==> src/rtl/piso_tx_if.sv <==
// -----------------------------------------------------------------------------
// piso_tx_if -- handshake / data bundle for the piso_tx serialiser.
//
// Signals:
//   load      request to accept pi for transmission (master -> slave)
//   pi        parallel word to serialise, WIDTH bits (master -> slave)
//   ready     slave will accept a load on the next rising edge
//   so        serial data bit, MSB first
//   so_valid  so carries a frame bit this cycle
//   done      one-cycle pulse on the last bit of a frame
//
// Modports:
//   master  the word producer (drives load/pi, observes the serial side)
//   slave   the serialiser itself
// -----------------------------------------------------------------------------
interface piso_tx_if #(
    parameter int WIDTH = 4
);
    logic             load;
    logic [WIDTH-1:0] pi;
    logic             ready;
    logic             so;
    logic             so_valid;
    logic             done;

    modport master (
        output load,
        output pi,
        input  ready,
        input  so,
        input  so_valid,
        input  done
    );

    modport slave (
        input  load,
        input  pi,
        output ready,
        output so,
        output so_valid,
        output done
    );
endinterface

==> src/rtl/piso_tx.sv <==
// -----------------------------------------------------------------------------
// piso_tx -- parallel-in / serial-out transmitter.
//
// Accepts a WIDTH-bit word when ready and load are both high, then emits it
// MSB first, one bit per clock, with so_valid high for every frame bit and a
// one-cycle done pulse on the final frame bit. All outputs are registered, so
// the first bit appears in the cycle after the accepting edge.
//
// Optional feature (compile-time macro PISO_TX_PARITY_EN):
//   defined   : the WIDTH data bits are followed by one even-parity bit
//               (XOR of the captured word); done marks the parity bit.
//   undefined : no parity state; done marks data bit pi[0].
//
// Ports:
//   clk    single clock, rising edge
//   clear  synchronous active-high reset, wins over load on the same edge
//   bus    piso_tx_if slave modport (load, pi, ready, so, so_valid, done)
//
// Parameters:
//   WIDTH  parallel word width, legal range 2..32
// -----------------------------------------------------------------------------
module piso_tx #(
    parameter int WIDTH = 4
) (
    input  logic     clk,
    input  logic     clear,
    piso_tx_if.slave bus
);

    // Counter must hold the value WIDTH itself, hence WIDTH+1.
    localparam int CW = $clog2(WIDTH + 1);

    localparam logic [CW-1:0] CNT_ZERO = {CW{1'b0}};
    localparam logic [CW-1:0] CNT_ONE  = CW'(1);
    localparam logic [CW-1:0] CNT_FULL = CW'(WIDTH);
`ifndef PISO_TX_PARITY_EN
    localparam logic [CW-1:0] CNT_TWO  = CW'(2);
`endif

`ifdef PISO_TX_PARITY_EN
    typedef enum logic [1:0] {
        ST_IDLE   = 2'd0,
        ST_SHIFT  = 2'd1,
        ST_PARITY = 2'd2
    } state_t;
`else
    typedef enum logic [1:0] {
        ST_IDLE   = 2'd0,
        ST_SHIFT  = 2'd1
    } state_t;
`endif

    // Even parity of a word: XOR of all its bits.
    function automatic logic even_parity(input logic [WIDTH-1:0] word);
        return ^word;
    endfunction

    state_t           state_r;
    logic [WIDTH-1:0] shreg_r;
    logic [CW-1:0]    cnt_r;
    logic             so_r;
    logic             so_valid_r;
    logic             done_r;
    logic             ready_r;

    // Next value of the bit counter: decrement, but never wrap below zero.
    logic [CW-1:0]    cnt_dec_s;
    // Shift register rotated by one position (MSB wraps to LSB). Rotating
    // rather than shifting keeps every captured bit in the register, so the
    // parity of the captured word can still be read at the end of the frame.
    logic [WIDTH-1:0] shreg_rot_s;

    // Saturating decrement and rotation helpers for the SHIFT state.
    always_comb begin
        cnt_dec_s   = CNT_ZERO;
        shreg_rot_s = {shreg_r[WIDTH-2:0], shreg_r[WIDTH-1]};
        if (cnt_r != CNT_ZERO) begin
            cnt_dec_s = cnt_r - CNT_ONE;
        end else begin
            cnt_dec_s = CNT_ZERO;
        end
    end

    // Frame sequencer: state, shift register, counter and registered outputs.
    always_ff @(posedge clk) begin
        if (clear) begin
            state_r    <= ST_IDLE;
            shreg_r    <= {WIDTH{1'b0}};
            cnt_r      <= CNT_ZERO;
            so_r       <= 1'b0;
            so_valid_r <= 1'b0;
            done_r     <= 1'b0;
            ready_r    <= 1'b1;
        end else begin
            case (state_r)
                ST_IDLE: begin
                    if (bus.load) begin
                        // Accept: the MSB is presented straight away so it
                        // appears one cycle after this edge.
                        state_r    <= ST_SHIFT;
                        shreg_r    <= bus.pi;
                        cnt_r      <= CNT_FULL;
                        so_r       <= bus.pi[WIDTH-1];
                        so_valid_r <= 1'b1;
                        done_r     <= 1'b0;
                        ready_r    <= 1'b0;
                    end else begin
                        state_r    <= ST_IDLE;
                        so_r       <= 1'b0;
                        so_valid_r <= 1'b0;
                        done_r     <= 1'b0;
                        ready_r    <= 1'b1;
                    end
                end

                ST_SHIFT: begin
                    // cnt_r counts the data bits still to be shown including
                    // the one currently on so; load is ignored here.
                    cnt_r   <= cnt_dec_s;
                    shreg_r <= shreg_rot_s;
                    if (cnt_r <= CNT_ONE) begin
                        // Last data bit is on so this cycle.
`ifdef PISO_TX_PARITY_EN
                        state_r    <= ST_PARITY;
                        so_r       <= even_parity(shreg_r);
                        so_valid_r <= 1'b1;
                        done_r     <= 1'b1;
                        ready_r    <= 1'b0;
`else
                        state_r    <= ST_IDLE;
                        so_r       <= 1'b0;
                        so_valid_r <= 1'b0;
                        done_r     <= 1'b0;
                        ready_r    <= 1'b1;
`endif
                    end else begin
                        state_r    <= ST_SHIFT;
                        so_r       <= shreg_r[WIDTH-2];
                        so_valid_r <= 1'b1;
`ifdef PISO_TX_PARITY_EN
                        done_r     <= 1'b0;
`else
                        // Next bit is the last data bit when two remain now.
                        done_r     <= (cnt_r == CNT_TWO);
`endif
                        ready_r    <= 1'b0;
                    end
                end

`ifdef PISO_TX_PARITY_EN
                ST_PARITY: begin
                    state_r    <= ST_IDLE;
                    so_r       <= 1'b0;
                    so_valid_r <= 1'b0;
                    done_r     <= 1'b0;
                    ready_r    <= 1'b1;
                end
`endif

                default: begin
                    state_r    <= ST_IDLE;
                    shreg_r    <= {WIDTH{1'b0}};
                    cnt_r      <= CNT_ZERO;
                    so_r       <= 1'b0;
                    so_valid_r <= 1'b0;
                    done_r     <= 1'b0;
                    ready_r    <= 1'b1;
                end
            endcase
        end
    end

    assign bus.ready    = ready_r;
    assign bus.so       = so_r;
    assign bus.so_valid = so_valid_r;
    assign bus.done     = done_r;

endmodule

==> src/flat_wrapper.sv <==
// flat-port wrapper written by rule: the top's interface ports become plain ports
module piso_tx_flat 
#(
    parameter int WIDTH = 4
)
  (clk, clear, bus_load, bus_pi, bus_ready, bus_so, bus_so_valid, bus_done);
  piso_tx_if #(.WIDTH(WIDTH)) bus_i ();
  input  logic clk;
  input  logic clear;
  input wire logic [$bits(bus_i.load)-1:0] bus_load;
  input wire logic [$bits(bus_i.pi)-1:0] bus_pi;
  output wire logic [$bits(bus_i.ready)-1:0] bus_ready;
  output wire logic [$bits(bus_i.so)-1:0] bus_so;
  output wire logic [$bits(bus_i.so_valid)-1:0] bus_so_valid;
  output wire logic [$bits(bus_i.done)-1:0] bus_done;
  assign bus_i.load = bus_load;
  assign bus_i.pi = bus_pi;
  assign bus_ready = bus_i.ready;
  assign bus_so = bus_i.so;
  assign bus_so_valid = bus_i.so_valid;
  assign bus_done = bus_i.done;
  piso_tx #(.WIDTH(WIDTH)) u_core (.clk(clk), .clear(clear), .bus(bus_i));
endmodule
==> config.mk <==
export PLATFORM = sky130hd
export DESIGN_NAME = piso_tx_flat
export DESIGN_NICKNAME = d
export VERILOG_FILES = /design/src/rtl/piso_tx_if.sv /design/src/rtl/piso_tx.sv /design/src/flat_wrapper.sv
export SDC_FILE = /design/constraint.sdc
export NUM_CORES = 1
export LEC_CHECK = 0
export ABC_CLOCK_PERIOD_IN_PS = 1200
export CORE_AREA = 5 5 42 44
export CTS_CLUSTER_SIZE = 16
export DETAILED_ROUTE_END_ITERATION = 10
export DIE_AREA = 0 0 47 49
export SYNTH_ARGS = -nofsm -noshare
export SYNTH_HDL_FRONTEND = slang
export SYNTH_SLANG_ARGS = --single-unit
==> constraint.sdc <==
create_clock -name clk -period 1.2 [get_ports clk]
set_input_delay 0.12 -clock clk [delete_from_list [all_inputs] [get_ports clk]]
set_output_delay 0.12 -clock clk [all_outputs]
set_load 0.005 [all_outputs]
==> out/results.tsv <==
stage	metric	value	unit
pwr	combinationalPowerShare	15.4	%
global_route	grt.total_usage	8.77	%
floorplanning	coreArea	1400	um^2
global_route	antenna_found_initial	0	
pwr	internal_power	0.584	mW
run	drv_cap	0	
pwr	p_per_area	1250	nW/um^2
placement	dp_slack	-0.154	ns
pwr	pwr-share-seq	52.6	%
final_layout	drive_gt1_share	12.7	%
timing	fin_crit	1.09	ns
global_route	grt_first_pass_wirelength	1390	um
critical_path	crit_fanout	7	
critical_path	reg2regPathDepth	3	
yosys	synth_ff_type	dfxtp_1	
timing	hold_viol	0	
pwr	switchingPower	0.179	mW
critical_path	worstSetupEndpointType	flip-flop	
critical_path	crit_required	1.35	ns
final_layout	fin_util	43.6	%
final_layout	final_cells	79	
pwr	swShare	23.5	%
yosys	synth_warnings	0	
drt	viasPerCell	4.51	
global_route	grt-ovfl-total	0	
final_layout	mostFrequentLayoutCells	dfxtp_1, nand2_1, clkdlybuf4s50_1	
placement	place_congestion	0.699	
placement	postPlaceCellArea	581	um^2
floorplanning	dieArea	2300	um^2
drt	drtAntennaViolNets	0	
clocking	cts_tree	yes	
pwr	p_leak	0.263	nW
global_route	grt_pass1_vias	327	
clocking	ctsHoldBuffers	0	
placement	placed_cells	75	
drt	post_drt_wl_per_cell	10.3	um
yosys	synth_edf_count	0	
placement	io_buffer_count	10	
outcome	status	finished clean	
worst_hold_path	whs_path_depth	1	
worst_hold_path	hp-class	flip-flop to flip-flop	
timing	fin_crit_sh	90.7	%
final_layout	design_area	611	um^2
timing	fin_setup_tns	0	ns
clocking	worstSkewPairLatency	0.26	ns
timing	slew-limit-headroom	78.2	%
final_layout	diodes	0	
floorplanning	dieWidth	47	um
yosys	syn_inst	49	
floorplanning	die_y	49	um
yosys	async_flop_share	0	%
drt	drt_iter0_drc	1	
clocking	cts.sinks	11	
floorplanning	rows	14	
critical_path	startpoint_type	input port	
drt	vias	356	
final_layout	area_delta_synth_final	34.8	%
timing	worst_slew_pin_slew	0.327	ns
clocking	cts_buffers	3	
timing	max_freq	918	MHz
timing	clock_skew	0.00237	ns
final_layout	layout_commonest_cell	dfxtp_1	
timing	rsz0062_at_grt	false	
floorplanning	pin_count	11	
timing	worst_slack	0.111	ns
yosys	synth_nets	56	
yosys	ys_types	16	
timing	holdWs	0.488	ns
clocking	clkTransAtPathRegs	0.07	ns
critical_path	cp.arrival	1.24	ns
final_layout	nets	71	
pwr	vdd_ir_drop_max	0.543	mV
drt	drt_pre_antenna_iters	4	
yosys	seq_area_frac_synth	48.6	%
yosys	netlist_area	453	um^2
pwr	power	0.763	mW
global_route	grt_max_degree	16	
clocking	clock_tree.buffer_depth	2	
yosys	ys_ff_latch	11	
critical_path	crit_type	input port to flip-flop	
timing	finalMaxSlewViolations	0	
drt	drc	0	
timing	finalSetupViolCount	0	
placement	post-dp-hpwl	618	um
clocking	ctsHtreeMaxLevel	1	
drt	wl	810	um
yosys	avgSynthCellArea	9.24	um^2
pwr	clkPwrFrac	32.0	%
clocking	root_buffer	clkbuf_4	
floorplanning	start_util	32.3	%
worst max-delay path, cell delays in order:
cell and delay, ns:
clkdlybuf4s50_1 0.66, nor2_1 0.12, a211oi_1 0.28, inv_1 0.06
cell families (layout without fill, tap and decap cells):
group / after synthesis / after routing / synth area share [%]
simple gates: 19 / 19 / 22.7
flops: 11 / 11 / 48.6
compound gates: 10 / 10 / 14.9
buf+inv: 5 / 19 / 4.97
mux: 4 / 4 / 8.84
metal layers:
| metal | global-route usage, % | vias to the layer above | part of all wire [%] |
|---|---|---|---|
| met5 | 0 | - | 0 |
| met4 | 6.91 | 0 | 1.6 |
| met3 | 5.17 | 2 | 7.7 |
| met2 | 10.6 | 7 | 43 |
| met1 | 10.7 | 154 | 47 |
| li1 | - | 193 | - |
synthesized netlist by cell type (2+ instances only):
cell / number / area (um^2)
buf_2: 3 / 15.0
nor2b_1: 4 / 25.0
mux2i_1: 4 / 40.0
o21ai_0: 4 / 20.0
nor2_1: 4 / 15.0
a21oi_1: 3 / 15.0
inv_1: 2 / 7.51
dfxtp_1: 11 / 220
or3b_1: 2 / 17.5
nand2_1: 6 / 22.5
flip-flops by register name, indices dropped and copies added (netlist names):
signal and count:
u_core.bus.so 1, u_core.bus.done 1, u_core.shreg_r 4, u_core.cnt_r 3
u_core.bus.ready 1, u_core.bus.so_valid 1
what timing repair did:
action / in CTS / in global routing
setup buffers: 0 / 0
endpoints found under the setup margin: 2 / 2
pin swaps: 0 / 0
resized for setup: 3 / 2
final cells by class:
cell class	instances	area [um^2]
inverter	2	7.51
fill	152	791
multi-input combinational	33	210
sequential	11	221
tap	16	20.0
timing repair buffer	13	125
clock buffer	4	26.3
power by group through the flow:
stage	sequential (mW)	clock [mW]	combinational, mW
finish	0.401	0.244	0.117
global route	0.405	0.280	0.130
CTS	0.402	0.260	0.119
detailed placement	0.410	0	0.120
global placement	0.410	0	0.121
floorplan	0.410	0	0.0673
path summary, 6_finish.rpt:
path                                       start                           end  slack [ns]
hold reg to reg     u_core.cnt_r[0]$_SDFFE_PP0P_    u_core.bus.done$_SDFF_PP0_        0.49
hold / removal      u_core.cnt_r[0]$_SDFFE_PP0P_    u_core.bus.done$_SDFF_PP0_        0.49
setup / recovery                        bus_load   u_core.bus.ready$_SDFF_PP1_        0.11
setup reg to reg  u_core.bus.so_valid$_SDFF_PP0_  u_core.cnt_r[0]$_SDFFE_PP0P_        0.13
No activity file was read; power rests on OpenSTA's default activity.
